File: src/rtl/reorder_buffer_pkg.sv
// reorder_buffer_pkg: shared ROB sizing and instruction-kind encodings
package reorder_buffer_pkg;
    localparam int ROB_SIZE_LOG_DEF = 4;
    typedef enum logic [1:0] {
        KIND_REG    = 2'd0,
        KIND_STORE  = 2'd1,
        KIND_BRANCH = 2'd2,
        KIND_RSVD   = 2'd3
    } rob_kind_e;
endpackage

File: src/rtl/reorder_buffer.sv
// reorder_buffer: in-order retirement buffer with tag-indexed result broadcast and branch flush
module reorder_buffer
    import reorder_buffer_pkg::*;
#(
    parameter int ROB_SIZE_LOG = ROB_SIZE_LOG_DEF
) (
    input  logic                    clk,
    input  logic                    rst,
    input  logic                    rdy,
    input  logic                    issue_valid,
    input  logic [1:0]              issue_kind,
    input  logic [4:0]              issue_rd,
    output logic [ROB_SIZE_LOG-1:0] next_robid,
    output logic                    rob_full,
    input  logic [ROB_SIZE_LOG-1:0] rs1_query,
    output logic                    rs1_ready,
    output logic [31:0]             rs1_value,
    input  logic [ROB_SIZE_LOG-1:0] rs2_query,
    output logic                    rs2_ready,
    output logic [31:0]             rs2_value,
    input  logic                    alu_valid,
    input  logic [ROB_SIZE_LOG-1:0] alu_robid,
    input  logic [31:0]             alu_value,
    input  logic                    alu_mispredict,
    input  logic                    slb_valid,
    input  logic [ROB_SIZE_LOG-1:0] slb_robid,
    input  logic [31:0]             slb_value,
    output logic                    commit_valid,
    output logic [ROB_SIZE_LOG-1:0] commit_robid,
    output logic [4:0]              commit_rd,
    output logic [31:0]             commit_value,
    output logic                    store_commit,
    output logic                    flush,
    output logic [31:0]             flush_pc
);
    localparam int ROB_SIZE = 2 ** ROB_SIZE_LOG;
    logic [ROB_SIZE-1:0]     busy, ready, mispredict;
    rob_kind_e               kind  [ROB_SIZE];
    logic [4:0]              rd    [ROB_SIZE];
    logic [31:0]             value [ROB_SIZE];
    logic [ROB_SIZE_LOG-1:0] head, tail;
    logic [ROB_SIZE_LOG:0]   count;
    logic                    accept, retire, do_flush;
    rob_kind_e               kind_in;
    assign next_robid = tail;
    assign rob_full   = count == (ROB_SIZE_LOG+1)'(ROB_SIZE);
    assign accept     = rdy && issue_valid && !rob_full;
    assign retire     = rdy && count != '0 && ready[head];
    assign do_flush   = retire && kind[head] == KIND_BRANCH && mispredict[head];
    assign kind_in    = issue_kind == KIND_RSVD ? KIND_REG : rob_kind_e'(issue_kind);
    assign rs1_ready  = busy[rs1_query] && ready[rs1_query];
    assign rs1_value  = value[rs1_query];
    assign rs2_ready  = busy[rs2_query] && ready[rs2_query];
    assign rs2_value  = value[rs2_query];
    always_ff @(posedge clk) begin
        if (!rst) begin
            head         <= '0;
            tail         <= '0;
            count        <= '0;
            busy         <= '0;
            ready        <= '0;
            mispredict   <= '0;
            commit_valid <= 1'b0;
            commit_robid <= '0;
            commit_rd    <= '0;
            commit_value <= '0;
            store_commit <= 1'b0;
            flush        <= 1'b0;
            flush_pc     <= '0;
        end else begin
            commit_valid <= retire && kind[head] == KIND_REG;
            store_commit <= retire && kind[head] == KIND_STORE;
            flush        <= do_flush;
            if (retire) begin
                commit_robid <= head;
                commit_rd    <= rd[head];
                commit_value <= value[head];
            end
            // a retiring mispredict squashes everything, including this edge's issue and broadcasts
            if (do_flush) begin
                flush_pc   <= value[head];
                head       <= '0;
                tail       <= '0;
                count      <= '0;
                busy       <= '0;
                ready      <= '0;
                mispredict <= '0;
            end else if (rdy) begin
                if (alu_valid) begin
                    ready[alu_robid]      <= 1'b1;
                    value[alu_robid]      <= alu_value;
                    mispredict[alu_robid] <= alu_mispredict;
                end
                if (slb_valid) begin
                    ready[slb_robid] <= 1'b1;
                    value[slb_robid] <= slb_value;
                end
                if (accept) begin
                    busy[tail]       <= 1'b1;
                    ready[tail]      <= 1'b0;
                    mispredict[tail] <= 1'b0;
                    kind[tail]       <= kind_in;
                    rd[tail]         <= issue_rd;
                    tail             <= tail + 1'b1;
                end
                if (retire) begin
                    busy[head]  <= 1'b0;
                    ready[head] <= 1'b0;
                    head        <= head + 1'b1;
                end
                count <= count + {{ROB_SIZE_LOG{1'b0}}, accept} - {{ROB_SIZE_LOG{1'b0}}, retire};
            end
        end
    end
endmodule
File: config.mk
export PLATFORM = sky130hd
export DESIGN_NAME = reorder_buffer
export DESIGN_NICKNAME = d
export VERILOG_FILES = /design/src/rtl/reorder_buffer_pkg.sv /design/src/rtl/reorder_buffer.sv
export SDC_FILE = /design/constraint.sdc
export NUM_CORES = 1
export LEC_CHECK = 0
export CORE_ASPECT_RATIO = 0.8
export CORE_UTILIZATION = 40
export CTS_BUF_LIST = sky130_fd_sc_hd__clkbuf_4
export DETAILED_ROUTE_END_ITERATION = 8
export PLACE_DENSITY = 0.6
export SYNTH_ARGS = -nofsm -noshare
export SYNTH_HDL_FRONTEND = slang
export SYNTH_SLANG_ARGS = --single-unit
File: constraint.sdc
create_clock -name clk -period 10.4 [get_ports clk]
set_clock_uncertainty 0.05 [all_clocks]
set_input_delay 2.6 -clock clk [delete_from_list [all_inputs] [get_ports clk]]
set_output_delay 2.6 -clock clk [all_outputs]
set_load 0.02 [all_outputs]
==> out/summary.md <==
For the number of H-tree branching levels, the log shows 4. The run finished with clean final reports. The tools report the count of standard-cell rows as 108. The number of nets in the layout was 2928. The cell internal power dissipation is 0.005094 W.

After clock tree synthesis, the flow added hold-fix buffers numbering 0. The iteration count of the initial detailed-routing pass was 6; the final wirelength was 145900 um. The count of cell types in the netlist is 60, and the fraction of post-synthesis cell area in the top cell type by area is 42.50%. For the normalized max-slew margin, the log shows 22.93%.

The total count of max-transition violations in the final report is 0, and the floorplan die width is 373.2 um. The die is 298.9 um tall. The worst setup path startpoint was rs2_query[0]. For the worst-skew pair, the clock arrives at the later sink with an insertion delay of 1.18 ns. The fraction of synthesis flops using an asynchronous set or reset pin was 0%; the logic gate share of total power was 10.6%.

The count of nets left with antenna violations after detail routing was 0; the minimum period implied by the final worst setup slack was 8.222 ns. The final clock period utilization by the worst path is 79.06%. In this run the worst hold path is classified as flop to flop.

The average detailed-routed wire length per instance works out to 32.85 um. The first global-routing pass estimated 209400 um of wire. The power share of the sequential group is 48.9%.

The flip-flop cell with the highest count after synthesis was sky130_fd_sc_hd__edfxtp_1. The top fanout value on the critical path is 74, and the clock-pin slew on the worst setup and hold paths is 0.06 ns. The average instance area after synthesis was 16.91 um2; the initial standard-cell utilization of the core was 40.48%. The worst hold slack after final layout was 0.4327 ns. Once the clock tree was built, the resizer swapped 0 gates to a different size. The initial antenna violation count was 12.

The net switching component of the power is 0.001798 W. The leading area contributor after synthesis is sky130_fd_sc_hd__edfxtp_1. After synthesis, flip-flops and latches occupy 48.90% of the total area. The relative contribution of the clock network to total power was 40.5%. The floorplan die area came out at 111600 um2. The worst setup path is of the input pin to primary output kind. At the pin with the least slew margin, the transition time is 1.156 ns. The tools report the via count of the first global-routing pass as 29360. Number of setup violations in the final report: 0. Entering global routing, the biggest net connects 86 pins.

In the routed layout, each cell is associated on average with a via count of 6.445. The remaining design rule violation count came out at 0. Input and output buffers added on the ports amount to 240. The switching portion of total power is 26.09%, and the post-synthesis instance area is 44090 um2. Clock tree synthesis found a total of 765 sinks. STA puts the critical path data required time at 7.75 ns.

The tools report the buffer count from post-CTS setup fixing as 0. The startpoint identified for the worst hold timing path is flush_pc[20]. The run gives 3 as the deepest clock path buffer count.

Clock root buffer master: sky130_fd_sc_hd__clkbuf_4. After technology mapping, the gate count stands at 2607. The accumulated negative setup slack is 0 ns, and the area of the core is 108900 um2. VDD sags by at most 0.08775 mV. Most used standard cell by instance count after synthesis: sky130_fd_sc_hd__edfxtp_1.

Setup repair after global routing left no endpoint under its margin. After synthesis, the most frequently instantiated cells are sky130_fd_sc_hd__edfxtp_1, sky130_fd_sc_hd__mux4_2, sky130_fd_sc_hd__mux2_1. The global-route usage over all layers came out at 26.18%. The tools report the fmax as 121.6 MHz. The tools report the capturing element type of the critical path as a primary output. Kind of launch point of the worst setup path: an input pin. The tool flagged a number of max-cap violations equal to 0. The clock buffer count from CTS is 201, and the ratio of total power to cell area is 137.1 nW/um2. Pin placement for this block handled 241 I/O pins. The final route contains 28620 vias. The count of flip-flops with a built-in enable after synthesis came out at 624.

Global routing finished with a remaining overflow of 0. From synthesis to final layout, the design area changed by 14.05%. The post-route netlist has 33.76% of its cells at a drive strength greater than 1.

Synthesis inferred 765 register bits. The run gives 5.57 ns as the endpoint arrival time on the critical path. TritonCTS built the clock tree. For this run, the number of Yosys warnings is 0.

The detailed router finished its first iteration with 3162 violations. Ranked by total cell area, the synthesized netlist is headed by sky130_fd_sc_hd__edfxtp_1, sky130_fd_sc_hd__mux4_2, sky130_fd_sc_hd__mux2_1. The logs give 0 for the total count of hold-check failures in the final report and 81430 um for the total half-perimeter wirelength after legalization and detailed placement. Counting every net in the synthesized netlist gives 2716. The logs give 15.93 nW for the static leakage and 0.8676 for the final weighted congestion in routability-driven placement.
==> per-stage QoR <==
stage	setup WS [ns]	std cells	util (%)	power [W]	area, um2
after CTS	2.119	4425	46.13	0.006952	50240
after global placement	2.160	4046	43.66	0.004143	47550
after floorplan	3.102	2607	-	0.003888	44090
final	2.178	4440	46.17	0.006893	50280
after detailed placement	2.108	4046	43.66	0.004163	47550
after global routing	1.990	4436	46.16	0.007152	50270
==> cells in the final DEF, fill, tap and decap left out, drive strengths merged, types with 3 or more instances in the layout <==
cell,instances
a2111oi,11
a211oi,16
a21o,3
a21oi,30
a22o,32
a22oi,6
a311oi,6
a31oi,6
and2,15
and3,32
buf,58
clkbuf,314
clkdlybuf4s50,232
clkinv,53
clkinvlp,4
dfxtp,141
diode,15
edfxtp,624
ha,14
inv,25
mux2,512
mux2i,66
mux4,519
nand2,27
nand2b,6
nand3,11
nand4,4
nor2,111
nor2b,11
nor3,34
nor4,3
o211ai,17
o21ai,6
o22ai,16
or2,4
xnor2,6
xor2,3
==> path summary, 6_finish.rpt <==
check,cells past startpoint,to,slack (ns)
hold / removal,1,flush_pc[20],0.43
setup reg to reg,8,kind[3][1],5.52
setup / recovery,5,rs2_value[8],2.18
hold reg to reg,1,flush_pc[20],0.43
==> layer usage <==
layer | track usage (%) | part of all wire (%) | vias up
met5 | 0 | 0.026 | -
met4 | 11.11 | 3.5 | 6
met3 | 6.377 | 9.7 | 349
met2 | 40.44 | 47 | 1699
met1 | 35.37 | 40 | 15090
li1 | - | - | 11470
==> cell type report <==
| class | instances | area (um2) |
|---|---|---|
| fillers | 9389 | 58630 |
| flip-flops and latches | 765 | 21570 |
| multi-input cells | 1543 | 21330 |
| repair buffers | 291 | 2794 |
| clock buffers | 313 | 2350 |
| well taps | 1430 | 1789 |
| clock inverters | 66 | 346.6 |
| inverters | 17 | 63.81 |
| diodes | 15 | 37.54 |
==> sequential cells by signal, summed over array words and instances, names as in the netlist, 5 cells and up, named ones only <==
register      cells
busy             16
ready            16
mispredict       16
commit_value     32
rd               80
count             5
flush_pc         32
kind             32
value           512
commit_rd         5
==> logic make-up (layout without fill, tap and decap cells) <==
kind of cell / Yosys count / count (layout) / synth area share, %
other: 0 / 15 / 0
multiplexers: 1097 / 1097 / 41.34
AO/OA/AOI/OAI: 155 / 155 / 3.000
XOR/XNOR: 9 / 9 / 0.1788
buffers and inverters: 299 / 687 / 3.201
flip-flops: 765 / 765 / 48.90
AND/OR/NAND/NOR: 267 / 267 / 2.932
adder cells (fa/ha/maj): 15 / 15 / 0.4427
==> power groups by stage <==
stage | combinational, W | sequential, W | clock [W]
5_1_grt | 0.000770 | 0.00337 | 0.00301
2_1_floorplan | 0.000457 | 0.00343 | 0
6_report | 0.000728 | 0.00337 | 0.00279
4_1_cts | 0.000727 | 0.00337 | 0.00285
3_5_place_dp | 0.000724 | 0.00344 | 0
3_3_place_gp | 0.000706 | 0.00344 | 0
==> critical path: stages <==
cell and delay [ns]:
sky130_fd_sc_hd__buf_8 0.59, sky130_fd_sc_hd__buf_4 0.58, sky130_fd_sc_hd__mux4_2 0.58, sky130_fd_sc_hd__mux4_2 0.51, sky130_fd_sc_hd__clkdlybuf4s50_1 0.56
Power figures use the tool's default switching activity.
